`config.mk`:
```
export PLATFORM = sky130hd
export DESIGN_NAME = stopwatch_display_mux
export DESIGN_NICKNAME = d
export VERILOG_FILES = /design/src/rtl/stopwatch_display_mux.sv
export SDC_FILE = /design/constraint.sdc
export NUM_CORES = 1
export LEC_CHECK = 0
export BUFFER_PORTS_ARGS = -buffer_cell sky130_fd_sc_hd__buf_2
export CAP_MARGIN = 20
export CELL_PAD_IN_SITES_DETAIL_PLACEMENT = 0
export CELL_PAD_IN_SITES_GLOBAL_PLACEMENT = 1
export CORE_MARGIN = 2
export CORE_UTILIZATION = 25
export DETAILED_ROUTE_END_ITERATION = 7
export GPL_ROUTABILITY_DRIVEN = 1
export PLACE_DENSITY = 0.49
export SYNTH_ARGS = -nofsm -noshare
export SYNTH_HDL_FRONTEND = slang
export SYNTH_SLANG_ARGS = --single-unit
```
`constraint.sdc`:
```
create_clock -name clk -period 1.81 [get_ports clk]
set_input_delay 0 -clock clk [delete_from_list [all_inputs] [get_ports clk]]
set_output_delay 0 -clock clk [all_outputs]
set_load 0.01 [all_outputs]
```
`src/rtl/stopwatch_display_mux.sv`:
```
// Multiplexed 3-digit seven-segment driver (minutes, seconds, tenths) with per-frame snapshot and blink.
// Latency: outputs registered one cycle after sel/shadow update; no backpressure, free-running scan.
module stopwatch_display_mux #(
    parameter int REFRESH_DIV = 50000,
    parameter int BLINK_DIV   = 64
) (
    input  logic       clk,
    input  logic       reset_n,
    input  logic [3:0] minutes_bcd,
    input  logic [3:0] seconds_bcd,
    input  logic [3:0] tenths_bcd,
    input  logic       flash,
    input  logic       blank_zero,
    output logic [2:0] an,
    output logic [6:0] seg,
    output logic       dp,
    output logic       frame_start
);

    localparam int PW = (REFRESH_DIV > 1) ? $clog2(REFRESH_DIV) : 1;
    localparam int FW = (BLINK_DIV > 1) ? $clog2(BLINK_DIV) : 1;

    localparam logic [1:0] SEL_TENTHS  = 2'd0;
    localparam logic [1:0] SEL_SECONDS = 2'd1;
    localparam logic [1:0] SEL_MINUTES = 2'd2;

    logic [PW-1:0] pre;
    logic [1:0]    sel;
    logic          tick;
    logic          snap;

    logic [3:0]    minutes_sh;
    logic [3:0]    seconds_sh;
    logic [3:0]    tenths_sh;
    logic          flash_sh;
    logic          blank_zero_sh;

    logic [FW-1:0] fcnt;
    logic          phase;

    logic [3:0]    digit;
    logic          blank_digit;
    logic          dark;
    logic [2:0]    an_nxt;
    logic [6:0]    seg_nxt;
    logic          dp_nxt;

    function automatic logic [6:0] bcd_to_seg(input logic [3:0] v);
        logic [6:0] s;
        case (v)
            4'd0:    s = 7'h40;
            4'd1:    s = 7'h79;
            4'd2:    s = 7'h24;
            4'd3:    s = 7'h30;
            4'd4:    s = 7'h19;
            4'd5:    s = 7'h12;
            4'd6:    s = 7'h02;
            4'd7:    s = 7'h78;
            4'd8:    s = 7'h00;
            4'd9:    s = 7'h10;
            default: s = 7'h3F;
        endcase
        return s;
    endfunction

    assign tick = (pre == PW'(REFRESH_DIV - 1));
    assign snap = tick && (sel == SEL_MINUTES);

    always_ff @(posedge clk or negedge reset_n) begin
        if (!reset_n) begin
            pre <= '0;
            sel <= SEL_TENTHS;
        end else begin
            if (tick) begin
                pre <= '0;
                sel <= (sel == SEL_MINUTES) ? SEL_TENTHS : sel + 2'd1;
            end else begin
                pre <= pre + PW'(1);
            end
        end
    end

    always_ff @(posedge clk or negedge reset_n) begin
        if (!reset_n) begin
            minutes_sh    <= '0;
            seconds_sh    <= '0;
            tenths_sh     <= '0;
            flash_sh      <= 1'b0;
            blank_zero_sh <= 1'b0;
        end else if (snap) begin
            minutes_sh    <= minutes_bcd;
            seconds_sh    <= seconds_bcd;
            tenths_sh     <= tenths_bcd;
            flash_sh      <= flash;
            blank_zero_sh <= blank_zero;
        end
    end

    // Counting only while the previous frame was already flashing makes the
    // first flashing frame start a full visible half-period.
    always_ff @(posedge clk or negedge reset_n) begin
        if (!reset_n) begin
            fcnt  <= '0;
            phase <= 1'b0;
        end else if (snap) begin
            if (!flash) begin
                fcnt  <= '0;
                phase <= 1'b0;
            end else if (flash_sh) begin
                if (fcnt == FW'(BLINK_DIV - 1)) begin
                    fcnt  <= '0;
                    phase <= ~phase;
                end else begin
                    fcnt <= fcnt + FW'(1);
                end
            end
        end
    end

    always_comb begin
        digit       = tenths_sh;
        blank_digit = 1'b0;
        case (sel)
            SEL_SECONDS: digit = seconds_sh;
            SEL_MINUTES: begin
                digit       = minutes_sh;
                blank_digit = blank_zero_sh && (minutes_sh == 4'd0);
            end
            default:     digit = tenths_sh;
        endcase
        dark    = flash_sh && phase;
        seg_nxt = blank_digit ? 7'h7F : bcd_to_seg(digit);
        an_nxt  = dark ? 3'b111 : ~(3'b001 << sel);
        dp_nxt  = (sel != SEL_SECONDS);
    end

    always_ff @(posedge clk or negedge reset_n) begin
        if (!reset_n) begin
            an          <= 3'b111;
            seg         <= 7'h7F;
            dp          <= 1'b1;
            frame_start <= 1'b0;
        end else begin
            an          <= an_nxt;
            seg         <= seg_nxt;
            dp          <= dp_nxt;
            frame_start <= snap;
        end
    end

endmodule
```
Word level (Yosys, flattened, before mapping). Memory sizes are Yosys's and may differ from the RTL's. Index checks and enable logic that the tools add are counted.

Add/sub/neg operators: 3. Multipliers: 0. Divide/modulo/power cells: 0. $lt $le $gt $ge: 0. Equal/unequal tests: 7. Shift-type cells: 1. Mux-type cells: 12. Bitwise logic cells: 2. Reductions and logical operators: 6.

Operators with widths (count): $mux 6 (3); $add 16x1->16 const B (1); $eq 16x16->1 const B (1); $mux 16 (1); $pmux 4 s2 (1); $mux 7 (1); $add 6x1->6 const B (1); $eq 6x6->1 const B (1); $ne 2x1->1 const B (3); $logic_not 4->1 (1); $mux 1 (4); $logic_and 1x1->1 (3); $mux 3 (1); $not 3->3 (1); $reduce_and 3->1 (1); $shl 1x2->3 const A (1); $add 2x1->2 const B (1); $eq 2x1->1 const B (1); $eq 2x2->1 const B (1); $mux 2 (1); $reduce_and 2->1 (1); $not 1->1 (1).

Register bits: 51. Bits in latches: 0. RAM bits: 0. Bits in read-only memories: 112. Input port bits: 16. Output and inout port bits: 12. Word-level logic and storage cells: 45. Memories: 1.

Memories: (no name shown) (depth 16, width 7, rd ports 1, clocked after memory_dff 0, write ports 0, RTL line 50) `case (v)`.

Longest topological paths before layout.
Depth in word-level cells: 4. Gate-level depth with buffers: 9.

Worst setup path after synthesis. No wires, ideal clock.

Path kind: reg-to-reg. Start point: register sel[0]. End point: register seg[2]. Library setup time: 83 ps. Arrival: 1793 ps. Data required time: 1727 ps. Path slack: -67 ps. Cell stages (with the launch flop): 9. Path buffers: 1. Period minus slack after synthesis: 1877 ps. Cell sequence: dfrtp_1 -> inv_1 -> ha_1 -> buf_2 -> nor2_1 -> a21oi_1 -> inv_1 -> ha_1 -> a221o_1.

Word-level cells in the longest chain between the ends: 4. Elaborated cells on any way between the ends: 6.

Ends and longest elaborated chain: start, declared (RTL line 28) `logic [1:0] sel;`; start signal, assigned (RTL line 76) `sel <= (sel == SEL_MINUTES) ? SEL_TENTHS : sel + 2'd1;`; $eq 2x2->1 / $eq 2x1->1 (equally long branches) (RTL line 123) `case (sel)`; $pmux 4 s2 (RTL line 123); $mem_v2 16x7; $mux 7 (*) (RTL line 132) `seg_nxt = blank_digit ? 7'h7F : bcd_to_seg(digit);`; named net seg_nxt[2] (RTL line 45) `logic [6:0] seg_nxt;`; end signal, assigned (RTL line 145) `seg <= seg_nxt;`; end, declared (RTL line 15) `output logic [6:0] seg,`.

The timed path passes the listed nets; every way through them passes the cells marked *. A chain may end at the register's enable or synchronous reset.

Worst setup path in the final report.
Start point: register pre[12]. End point: register seconds_sh[0].

Word-level cells in the longest chain between the ends: 2.

Ends and longest elaborated chain: start, declared (RTL line 27) `logic [PW-1:0] pre;`; start signal, assigned (RTL line 78) `pre <= pre + PW'(1);`; $eq 16x16->1 (RTL line 66) `assign tick = (pre == PW'(REFRESH_DIV - 1));`; $logic_and 1x1->1 (RTL line 67) `assign snap = tick && (sel == SEL_MINUTES);`; end signal, assigned (RTL line 92) `seconds_sh <= seconds_bcd;`; end, declared (RTL line 33) `logic [3:0] seconds_sh;`.

No other way between the ends.

==> impl_results.md <==
- Cells on worst reg2reg path: 5
- Maximum VDD drop: 0.000433 V
- TritonCTS Buffers: 5
- Worst slew pin tran: around 490 ps
- Top_reg_cell synth: dfrtp_1
- Critical R2R Launch: pre[12]$_DFF_PN0_
- WP buf/inv: 1
- Met1 Use GR: about 15%
- Syn Inst Count: approximately 230
- Synthesized-area fraction occupied by adder cells: under 10%
- Flop2flop setup slack: 70 ps
- Total Wirelength: between 5 and 6 mm
- Crit path cell chain: nor4bb_2, and4_4, nand2_2, buf_12, mux2_4
- Area growth, synth to finish: 33.8%
- Area of the core: 9860 um2
- Synth Area in Simple Gates: between 10% and 20%
- Post-Synth XOR/XNOR Area: under 10%
- Met3 usage: under 10%
- DRT iter0 DRCs: 95
- First-pass GRT wire length: 9.86 mm
- Die area: 11100 um2
- Tmin final: about 1700 ps
- Async set or reset register ratio after synthesis: 100%
- Vias/cell: between 4 and 5
- Pins Over Slew Limit: 0
- Final antenna-violating net count: 0
- Endpoints failing setup: 0
- Synth Register Bits: 51
- Most frequent cells in the layout: dfrtp_1 (40), buf_2 (27), buf_4 (26), nor2_1 (17), dlygate4sd3_1 (15)
- Nets: between 300 and 400
- DRT Pass-1 Iters: 4
- Initial Util: approximately a quarter
- Lkg Pwr: 1.57 nW
- Slowest CP cell: dfrtp_1
- Status: complete, no violations
- RSZ-0062 raised after global routing: true
- Crit Path Class: register to register
- Rows: 36
- CP max FO: 12
- Antenna fix cells: 0
- Largest net degree at the start of global routing: 32
- Gr ovfl total: 0
- Wire per inst: approximately 13 um
- Height of the die: about 110 um
- Met2 usage: between 15 and 20%
- # Max-Cap Violations: 0
- Power Density: 635 nW/um2
- Design area: 3430 um2
- Yosys warns: 0
- CP startpoint kind: register
- Worst Setup End Kind: register
- Clock slew at reported path FFs: around 100 ps
- GR peak layer: met2
- Post-synthesis sequential area ratio: between 50% and 60%
- Max transition margin: 66.8%
- Global Route Usage Sum: ~11%
- Post-synthesis compound-gate area fraction: between 10% and 20%
- Post-DP HPWL: around 4.1 mm
- IO Count: 28
- Synth Area per Inst: about 11 um2
- EDFF count, synth: 0
- Synth unique cells: 44
- Commonest non-fill, non-tap cell in the layout: dfrtp_1
- Fmax: approximately 580 MHz
- Worst Path Required: 2000 ps
- Vias: slightly below 2000
- CP startpoint: pre[12]$_DFF_PN0_
- Vias in the first global route: 2024
- Buffers added on ports: 27
- Initial antenna violation count: 0
- Endpoints failing hold: 0
- CP delay by family, top: simple AND/OR/NAND/NOR gates
- Fin util: a little over a third
- RePlAce Congestion: a little under 0.8
- Worst path arrival time: between 1500 and 2000 ps
- Clock Sinks: 51
- Slowest stage delay, CP: roughly 400 ps
- Post-synthesis mux area share: 8.58%
- DRC violations left: 0
- Final period utilization: approximately 96%
- Synthesized area: about 2600 um2
- Reg2reg end: seconds_sh[0]$_DFFE_PN0P_
- Worst hold slack: 183 ps
- Bufs on Longest Clock Path: 2
- Root buf cell: clkbuf_8
- TritonCTS clock tree: yes
- Post-DP Area: approximately 3000 um2
- Die width: about 110 um
- Fill cells: slightly below 1000
- Layout cells sized above 1: a little under two fifths
- Hold WC Path Type: input pin to asynchronous set/reset pin
- Largest family of logic cells by synthesized area: simple AND/OR/NAND/NOR gates
- Worst-skew pair later-pin latency: 300 ps
- Synth Net Count: 251
- H-tree depth: 2
- Clk_skew: 11.2 ps
## worst max-delay path by stage
stage	to	depth (start not counted)	slack (ps)
detailed placement	seg[2]$_DFF_PN1_	7	-50
CTS	seg[3]$_DFF_PN1_	8	2
global route	seg[3]$_DFF_PN1_	8	-40
finish	seconds_sh[0]$_DFFE_PN0P_	5	70
floorplan	seg[2]$_DFF_PN1_	8	20
global placement	seg[2]$_DFF_PN1_	7	-60
## synthesized netlist by cell type (2+ instances only)
master | n | area share (%)
a211o_1 | 2 | 0.68
a211oi_1 | 2 | 0.58
a21o_1 | 5 | 1.5
a21oi_1 | 7 | 1.4
a22oi_1 | 4 | 1.2
a31oi_1 | 6 | 1.5
a41oi_1 | 2 | 0.68
and2_1 | 4 | 0.97
and3_1 | 6 | 1.5
and4_1 | 6 | 2.0
buf_2 | 3 | 0.58
buf_6 | 2 | 0.88
clkbuf_1 | 3 | 0.44
dfrtp_1 | 40 | 39
dfstp_2 | 11 | 11
ha_1 | 10 | 4.9
inv_1 | 8 | 1.2
mux2_4 | 14 | 8.2
nand2_1 | 14 | 2.0
nand2b_1 | 2 | 0.49
nand3_1 | 6 | 1.2
nand4_1 | 9 | 2.2
nor2_1 | 17 | 2.5
nor2b_1 | 4 | 0.97
nor4bb_1 | 2 | 0.78
o21ai_0 | 6 | 1.2
o2bb2ai_1 | 3 | 1.0
xnor2_1 | 7 | 2.4
xor2_1 | 5 | 1.7
## routing by layer
metal  share of wire, %  wire (um)  vias up
met5                  0          0        -
met2                 46       2610       27
li1                   -          -      954
met4               0.89         51        0
met3                2.2        124        5
met1                 51       2920      937
## kinds of logic after synthesis
kind of cell	after synthesis
simple gates	76
flops	51
compound gates	44
buf+inv	17
mux	15
xor+xnor	12
fa+ha+maj	10
## report_power, final
group          internal (mW)  leakage (nW)  switching, mW
Combinational         0.0989         0.911         0.0869
Sequential              1.18         0.601         0.0192
Clock                  0.412        0.0581          0.385
## worst reg2reg max path: cells and delay by family (launching register included)
kind	cells	cell delay (ps)
flip-flops	1	400
AND/OR/NAND/NOR	3	770
buffers and inverters	1	170
multiplexers	1	300
## cell type report
cell class                      instances  area, um2  area share [%]
Clock inverter                          3       43.8            1.28
Inverter                                8       30.0           0.874
Tap cell                              133        166            4.85
Timing Repair Buffer                   73        572            16.6
Multi-Input combinational cell        157       1260            36.8
Clock buffer                            5       68.8            2.00
Sequential cell                        51       1290            37.6
## repair_timing
item,CTS,global route
setup endpoints to repair,3,22
endpoints found under the hold margin,24,0
hold buffers,15,0
resized for setup,4,16
pin swaps,1,7
setup buffers,1,1
cloned,0,0
## sequential cells by signal, indices dropped and copies added (netlist names), 2 cells and up
register	count
seconds_sh	4
sel	2
minutes_sh	4
seg	7
tenths_sh	4
fcnt	6
an	3
pre	16
## metrics by stage
step | power [mW] | setup TNS (ps) | setup WS (ps) | std cells
floorplan | 1.29 | 0 | 20.3 | 225
global placement | 1.38 | -154 | -59.4 | 405
detailed placement | 1.38 | -92.7 | -50.7 | 405
CTS | 2.23 | 0 | 2.26 | 429
global route | 2.30 | -120 | -37.6 | 430
finish | 2.18 | 0 | 72.3 | 430
Power figures use the tool's default switching activity.
